$ cat config.mk
export PLATFORM = sky130hd
export DESIGN_NAME = dmem_port_arbiter
export DESIGN_NICKNAME = d
export VERILOG_FILES = /design/src/rtl/dmem_port_arbiter.sv
export SDC_FILE = /design/constraint.sdc
export NUM_CORES = 1
export LEC_CHECK = 0
export ABC_AREA = 1
export BUFFER_PORTS_ARGS = -buffer_cell sky130_fd_sc_hd__buf_2
export CAP_MARGIN = 15
export CORE_ASPECT_RATIO = 0.7
export CORE_MARGIN = 8
export CORE_UTILIZATION = 45
export DETAILED_ROUTE_END_ITERATION = 12
export GPL_ROUTABILITY_DRIVEN = 0
export SKIP_LAST_GASP = 1
export SYNTH_ARGS = -nofsm -noshare
export SYNTH_HDL_FRONTEND = slang
export SYNTH_SLANG_ARGS = --single-unit
$ cat constraint.sdc
create_clock -name clk -period 5.8 [get_ports clk]
set_input_delay 0.87 -clock clk [delete_from_list [all_inputs] [get_ports clk]]
set_output_delay 0.87 -clock clk [all_outputs]
set_load 0.01 [all_outputs]
$ cat src/rtl/dmem_port_arbiter.sv
// dmem_port_arbiter
//
// Shares the single data-memory port between the load path and the
// retired-store path. Retired stores are queued in a small circular write
// buffer and drained in the background. Loads are issued one at a time.
// A load that hits the word address of a buffered store is held back until
// that store has been written. A load-streak counter stops a steady stream
// of loads from starving the buffer, and a high-water mark stops the buffer
// from starving loads for long.
//
// Ports:
//   clk, rst                 clock, asynchronous active-high reset
//   flush                    cancels the pending/in-flight load; buffer untouched
//   st_valid/st_addr/st_wdata/st_ready   retired-store push interface
//   ld_req/ld_addr/ld_ready  load request, accepted (and issued) when ld_ready
//   ld_rvalid/ld_rdata       load response (raw memory word)
//   mem_en/mem_we/mem_addr/mem_wdata/mem_rdata/mem_rvalid   memory port
//   wb_count/wb_empty        registered write-buffer occupancy / empty flag
module dmem_port_arbiter #(
    parameter int ADDR_WIDTH   = 32,
    parameter int DATA_WIDTH   = 32,
    parameter int WB_DEPTH     = 8,
    parameter int WB_HIGH      = 6,
    parameter int MAX_LD_BURST = 4
) (
    input  logic                          clk,
    input  logic                          rst,
    input  logic                          flush,
    input  logic                          st_valid,
    input  logic [ADDR_WIDTH-1:0]         st_addr,
    input  logic [DATA_WIDTH-1:0]         st_wdata,
    output logic                          st_ready,
    input  logic                          ld_req,
    input  logic [ADDR_WIDTH-1:0]         ld_addr,
    output logic                          ld_ready,
    output logic                          ld_rvalid,
    output logic [DATA_WIDTH-1:0]         ld_rdata,
    output logic                          mem_en,
    output logic                          mem_we,
    output logic [ADDR_WIDTH-1:0]         mem_addr,
    output logic [DATA_WIDTH-1:0]         mem_wdata,
    input  logic [DATA_WIDTH-1:0]         mem_rdata,
    input  logic                          mem_rvalid,
    output logic [$clog2(WB_DEPTH):0]     wb_count,
    output logic                          wb_empty
);

    localparam int PW = $clog2(WB_DEPTH);
    localparam int CW = PW + 1;
    localparam int SW = $clog2(MAX_LD_BURST + 1);

    typedef enum logic [1:0] {
        IDLE    = 2'd0,
        RD_WAIT = 2'd1,
        RD_DROP = 2'd2
    } state_t;

    state_t                  state;
    logic [ADDR_WIDTH-1:0]   wb_addr [WB_DEPTH];
    logic [DATA_WIDTH-1:0]   wb_data [WB_DEPTH];
    logic [PW-1:0]           head;
    logic [PW-1:0]           tail;
    logic [CW-1:0]           count;
    logic [SW-1:0]           ld_streak;
    logic [PW-1:0]           rel;
    logic                    hazard;
    logic                    push;
    logic                    st_grant;
    logic                    ld_grant;
    logic                    wb_nonempty;

    assign wb_nonempty = (count != '0);
    assign wb_count    = count;
    assign wb_empty    = !wb_nonempty;
    // Readiness looks only at the registered count, never at a same-cycle pop.
    assign st_ready    = !rst && (count != CW'(WB_DEPTH));
    assign push        = st_valid && st_ready;

    // An entry is valid when its distance from head is below the occupancy.
    // Only the word address matters; byte offsets within a word alias.
    always_comb begin
        hazard = 1'b0;
        rel    = '0;
        for (int i = 0; i < WB_DEPTH; i++) begin
            rel = PW'(i) - head;
            if ((CW'(rel) < count) &&
                (wb_addr[i][ADDR_WIDTH-1:2] == ld_addr[ADDR_WIDTH-1:2])) begin
                hazard = 1'b1;
            end
        end
    end

    // One grant per cycle, IDLE only. Forced store drain beats loads when the
    // buffer is nearly full, when the load aliases a buffered store, or when
    // loads have used up their burst allowance.
    always_comb begin
        st_grant = 1'b0;
        ld_grant = 1'b0;
        if (!rst && state == IDLE) begin
            if (wb_nonempty && ((count >= CW'(WB_HIGH)) || hazard ||
                                (ld_streak == SW'(MAX_LD_BURST)))) begin
                st_grant = 1'b1;
            end else if (ld_req && !flush) begin
                ld_grant = 1'b1;
            end else if (wb_nonempty) begin
                st_grant = 1'b1;
            end
        end
    end

    assign mem_en    = st_grant || ld_grant;
    assign mem_we    = st_grant;
    assign ld_ready  = ld_grant;
    assign mem_addr  = st_grant ? wb_addr[head] : (ld_grant ? ld_addr : '0);
    assign mem_wdata = st_grant ? wb_data[head] : '0;

    // Responses arriving in IDLE or RD_DROP (stale or flushed reads) vanish.
    assign ld_rvalid = !rst && mem_rvalid && (state == RD_WAIT) && !flush;
    assign ld_rdata  = ld_rvalid ? mem_rdata : '0;

    // Buffer storage needs no reset: entries are qualified by the count.
    always_ff @(posedge clk) begin
        if (push) begin
            wb_addr[tail] <= st_addr;
            wb_data[tail] <= st_wdata;
        end
    end

    always_ff @(posedge clk or posedge rst) begin
        if (rst) begin
            head  <= '0;
            tail  <= '0;
            count <= '0;
        end else begin
            if (push) begin
                tail <= tail + PW'(1);
            end
            if (st_grant) begin
                head <= head + PW'(1);
            end
            case ({push, st_grant})
                2'b10:   count <= count + CW'(1);
                2'b01:   count <= count - CW'(1);
                default: count <= count;
            endcase
        end
    end

    // Streak only counts loads that overtook waiting stores.
    always_ff @(posedge clk or posedge rst) begin
        if (rst) begin
            ld_streak <= '0;
        end else if (st_grant) begin
            ld_streak <= '0;
        end else if (ld_grant && wb_nonempty) begin
            if (ld_streak != SW'(MAX_LD_BURST)) begin
                ld_streak <= ld_streak + SW'(1);
            end
        end else if (!wb_nonempty) begin
            ld_streak <= '0;
        end
    end

    always_ff @(posedge clk or posedge rst) begin
        if (rst) begin
            state <= IDLE;
        end else begin
            case (state)
                IDLE: begin
                    if (ld_grant) begin
                        state <= RD_WAIT;
                    end
                end
                RD_WAIT: begin
                    if (mem_rvalid) begin
                        state <= IDLE;
                    end else if (flush) begin
                        state <= RD_DROP;
                    end
                end
                RD_DROP: begin
                    if (mem_rvalid) begin
                        state <= IDLE;
                    end
                end
                default: state <= IDLE;
            endcase
        end
    end

endmodule

# After elaboration in Yosys (flattened, before gate mapping)
# Memory sizes are Yosys's and may differ from the RTL's.
# Index checks and enable logic that the tools add are counted.
dict set report word_totals {
  mem_bits_rw 512
  word_cells 108
  n_memories 2
  output_inout_bits 106
  in_bits 134
  regBits 15
}
# memory words width rd rd_clocked_by_memory_dff write_ports line_no
set memory_table {}
lappend memory_table {wb_addr 8 32 9 0 1 59} ;# logic [ADDR_WIDTH-1:0] wb_addr [WB_DEPTH];
lappend memory_table {wb_data 8 32 1 0 1 60} ;# logic [DATA_WIDTH-1:0] wb_data [WB_DEPTH];
dict set report op_classes {
  n_addsub 13
  mux 31
  reduce_logical 28
  n_eq_ne 20
  magnitude_cmp 9
}
# op count
set ops {}
lappend ops {{30-bit == test} 8}
lappend ops {{32-bit two-way mux} 4}
lappend ops {{3-bit by 4-bit < comparator with 1-bit output} 8}
lappend ops {{1-bit logical AND} 17}
lappend ops {{1-bit two-way mux} 17}
lappend ops {{3-bit two-way mux} 4}
lappend ops {{3-bit subtractor, first input constant} 4}
lappend ops {{3-bit by 1-bit adder with 3-bit output, second input constant} 3}
lappend ops {{2-bit two-way mux} 4}
lappend ops {{4-bit case mux with 2 select lines} 1}
lappend ops {{3-bit by 2-bit inequality test with 1-bit output, second input constant} 2}
lappend ops {{3-bit inequality test, second input constant} 2}
lappend ops {{2-bit case mux with 3 select lines} 1}
lappend ops {{1-bit by 3-bit subtractor with 3-bit output, first input constant} 2}
lappend ops {{2-bit by 3-bit subtractor with 3-bit output, first input constant} 2}
lappend ops {{4-bit by 1-bit adder with 4-bit output, second input constant} 1}
lappend ops {{2-bit by 1-bit == test with 1-bit output, second input constant} 2}
lappend ops {{2-bit == test, second input constant} 2}
lappend ops {{4-bit by 3-bit greater-or-equal comparator with 1-bit output, second input constant} 1}
lappend ops {{2-bit inequality test, second input constant} 2}
lappend ops {{4-bit inequality test, second input constant} 1}
lappend ops {{4-bit nonzero test} 1}
lappend ops {{4-bit by 1-bit subtractor with 4-bit output, second input constant} 1}
lappend ops {{3-bit == test, second input constant} 1}
lappend ops {{6 further kinds} 10}

# Depth between registers and ports, before layout
dict set report logic_depth {
  depth_word 19
  ltp_mapped 28
  mapped_depth_nobuf 23
}

# Worst setup path before layout
# No wires, ideal clock.
dict set report synth_timing {
  kind {input port to flip-flop}
  startpoint {input port rst}
  endpoint {memory wb_addr[0][0] (enable)}
  t_arrival_ns 4.319
  path_stages 4
  required_time_ns 5.314
  setup_slack_ns 0.995
  setup_time_ns 0.486
  path_buffers 0
  cell_sequence {a31oi_1 -> nand2_1 -> or2_2 -> nor2_1}
}
dict set report synth_between {
  elab_chain_len 5
}
# element line_no
set synth_lines {}
lappend synth_lines {{start, declared} 27} ;# input logic rst,
lappend synth_lines {{1-bit logical NOT (no line)} -}
lappend synth_lines {{1-bit logical AND} 76} ;# assign st_ready = !rst && (count != CW'(WB_DEPTH));
lappend synth_lines {{1-bit logical AND} 77} ;# assign push = st_valid && st_ready;
lappend synth_lines {{1-bit two-way mux} 123} ;# if (push) begin
lappend synth_lines {{1-bit two-way mux (not written as such)} 124} ;# wb_addr[tail] <= st_addr;
lappend synth_lines {{end, declared} 59}
# No other way between the ends.

# Worst setup path after layout
dict set report layout_timing {
  startpoint {register head[2]}
  endpoint {output port mem_en}
}
dict set report layout_between {
  elab_chain_len 17
  word_cells_on_any_way 40
  cone_classes {8 x add/sub; 8 x order compare; 12 x mux; 12 x reduce/logical}
}
# element line_no
set layout_lines {}
lappend layout_lines {{start, declared} 61} ;# logic [PW-1:0] head;
lappend layout_lines {{start signal, assigned} 139} ;# head <= head + PW'(1);
lappend layout_lines {{1-bit by 3-bit subtractor with 3-bit output} 85} ;# rel = PW'(i) - head;
lappend layout_lines {{3-bit by 4-bit < comparator with 1-bit output} 86} ;# if ((CW'(rel) < count) &&
lappend layout_lines {{1-bit logical AND} 86}
lappend layout_lines {{1-bit two-way mux (7 in a row)} 86}
lappend layout_lines {{1-bit two-way mux *} 86}
lappend layout_lines {{1-bit logical OR * (2 in a row)} 100} ;# if (wb_nonempty && ((count >= CW'(WB_HIGH)) || hazard ||
lappend layout_lines {{1-bit logical AND *} 100}
lappend layout_lines {{1-bit two-way mux} 100}
lappend layout_lines {{1-bit two-way mux} 99} ;# if (!rst && state == IDLE) begin
lappend layout_lines {{1-bit logical OR *} 111} ;# assign mem_en = st_grant || ld_grant;
lappend layout_lines {{end, declared} 38} ;# output logic mem_en,
# Every way passes the cells marked *; elsewhere a longest branch is shown, timed or not.

==> flow_summary.ini <==
[setup_path]
critPathRequiredTime_ps = 4930
cp.arrival_ps = 4460
critPathMaxFanout = 33
end_kind = primary output
start_kind = flip-flop
crit_type = reg2out

[grt]
antenna_found_initial = 10
grt_max_degree = 113
grt_pass1_wl_um = 110000
grt_usage_pct = 22.3
gr-total-overflow = 0
grt_pass1_vias = 18000

[route]
drc = 0
antenna_left = 0
via_per_inst = 5.43
wirelength_um = 73100
drt_first_pass_iters = 6
wl_per_cell_um = 21.5
via_count = 18500
drtIter0Drc = 1943

[clock_tree]
cts_buffers = 51
clkSinkCount = 527
cts_resized = 0
cts_tree = built
path_clk_slew_ps = 60
clk_latency_ps = 600
holdBufCountCts = 0
clockBufferDepth = 3
h-tree-depth = 2
cts-root-buf = clkbuf_16
post_cts_buffers = 0

[final_layout]
drive_gt1_share_pct = 14.4
final_common_cell = nand2_1
fin_nets = 2774
most-common-layout-cells = 670 x nand2_1, 512 x edfxtp_1, 239 x buf_2, 221 x nand3_1, 213 x nor2_1
final_core_util_pct = 51.9
fill_cells = 4873
syn_to_final_growth_pct = 14.0

[outcome]
outcome = finished clean

[sta]
setup-tns-final_ps = 0
max-slew-margin-rel_pct = 20.8
worst_pin_slew_ps = 1180
fin_crit_ps = 5330
min_period_over_period_pct = 92.0
whs_ps = 403
rsz0062_at_grt = no
drv_slew = 0
hold_viol = 0
worst_clock_skew_ps = 21.3
setup_viol = 0
clock.fmax_mhz = 187

[die]
die_w_um = 299
placementRows = 72
start_util_pct = 45.6
core_area_um2 = 55200
die_area_um2 = 63900
die_h_um = 214
io_pins = 240

[synth]
yosysSeqAreaShare_pct = 62.6
synth_edf_count = 512
netlist_area_um2 = 25200
synth_top_area_share_pct = 61.1
syn_area_per_cell_um2 = 10.4
ys_seq_elements = 527
syn_nets = 2585
ys_top_cells_by_area = edfxtp_1 61%, nand2_1 10%, nand3_1 4.4%
synth_top_cell_by_area = edfxtp_1
syn_inst = 2430
synth_ff_type = edfxtp_1
yosysWarnings = 0
ys_async_sr_fraction_pct = 2.85
ys_types = 42

[hold_path]
hold_class = in2async

[power_and_ir_drop]
max-vdd-ir-drop_mv = 0.324
power_leakage_nw = 11.1
totalPowerFinal_w = 0.0121
pwr_density_cell_nw_per_um2 = 423

[placed_design]
dp_hpwl_um = 45700
io_buffer_count = 239

[run]
maxCapViolCount = 0
==> Yosys cell counts, types with 2 or more instances <==
cell / count
nand2_1: 670
edfxtp_1: 512
nor2_1: 225
nand3_1: 221
inv_1: 160
xnor2_1: 99
o21ai_0: 75
clkbuf_1: 64
nand4_1: 62
o211ai_1: 58
xor2_1: 53
buf_4: 33
o2111ai_1: 32
o21a_1: 27
inv_2: 21
ha_1: 20
buf_1: 16
dfrtp_1: 15
buf_2: 14
a21oi_1: 8
o21bai_1: 6
or2_0: 6
buf_6: 4
a31oi_1: 3
and2_1: 3
o21ai_1: 3
or2_1: 3
nand2_2: 2
nor2_2: 2
==> worst max-delay path, cell delays in order, from the launching register on <==
cell	delay, ps
dfrtp_1	520
nand2_1	610
inv_2	70
nor2_1	150
inv_1	60
ha_1	260
and2_1	150
o21ai_0	420
nand3_1	140
nand2_1	130
nor2_2	80
nand2_1	90
nand2_2	570
nand2_1	340
nand2_1	110
buf_2	170
==> per-stage QoR <==
| stage | std cells | setup WS, ps | area [µm²] |
|---|---|---|---|
| after detailed placement | 3305 | 1190 | 27000 |
| after global placement | 3305 | 1230 | 27000 |
| final | 3402 | 466 | 28700 |
| after global routing | 3401 | 254 | 28700 |
| after CTS | 3397 | 533 | 28600 |
| after floorplan | 2430 | 995 | 25200 |
==> area by class of cell <==
cell class                      count  area, µm²  share of cell area, %
Multi-Input combinational cell   1590       8160                   28.5
Clock inverter                     30        309                   1.08
Clock buffer                       62       1340                   4.67
Antenna cell                        4       10.0                 0.0349
Sequential cell                   527      15800                   54.9
Tap cell                          740        926                   3.23
Inverter                          182        688                   2.40
Timing Repair Buffer              267       1490                   5.19
==> kinds of logic after synthesis <==
| group | after synthesis | synth area share, % |
|---|---|---|
| xor gates and xnor gates | 152 | 5.29 |
| DFF | 527 | 62.6 |
| AOI/OAI and AO/OA | 218 | 5.80 |
| adders and majority gates | 21 | 1.07 |
| buffers and inverters | 313 | 5.35 |
| and+or+nand+nor | 1199 | 19.9 |
==> routing by layer <==
metal	share of wire [%]	GRT usage, %
met1	46	32.2
met2	44	34.5
met3	8.1	4.63
met4	1.6	5.19
met5	0.093	0
==> path summary, 6_finish.rpt <==
kind | from | end | slack, ps | cells past startpoint
max | head[2] | mem_en | 470 | 15
min | rst | state[1] | 400 | 2
max reg2reg | head[2] | wb_count[3] | 1330 | 22
min reg2reg | state[0] | state[1] | 490 | 1
max in group asynchronous | rst | head[0] | 4880 | 2
min in group clk | state[0] | state[1] | 490 | 1
==> flip-flops by register name, summed over array words and instances, names as in the netlist <==
name / flops
head: 3
ld_streak: 3
state: 2
tail: 3
wb_addr: 256
wb_count: 4
wb_data: 256
==> report_power, final <==
| part | internal (W) | switching [W] | leakage, nW |
|---|---|---|---|
| Clock | 0.00191 | 0.00143 | 0.808 |
| Sequential | 0.00451 | 0.000170 | 4.81 |
| Combinational | 0.00124 | 0.00287 | 5.50 |
| Total | 0.00766 | 0.00446 | 11.1 |
Power figures use the tool's default switching activity.
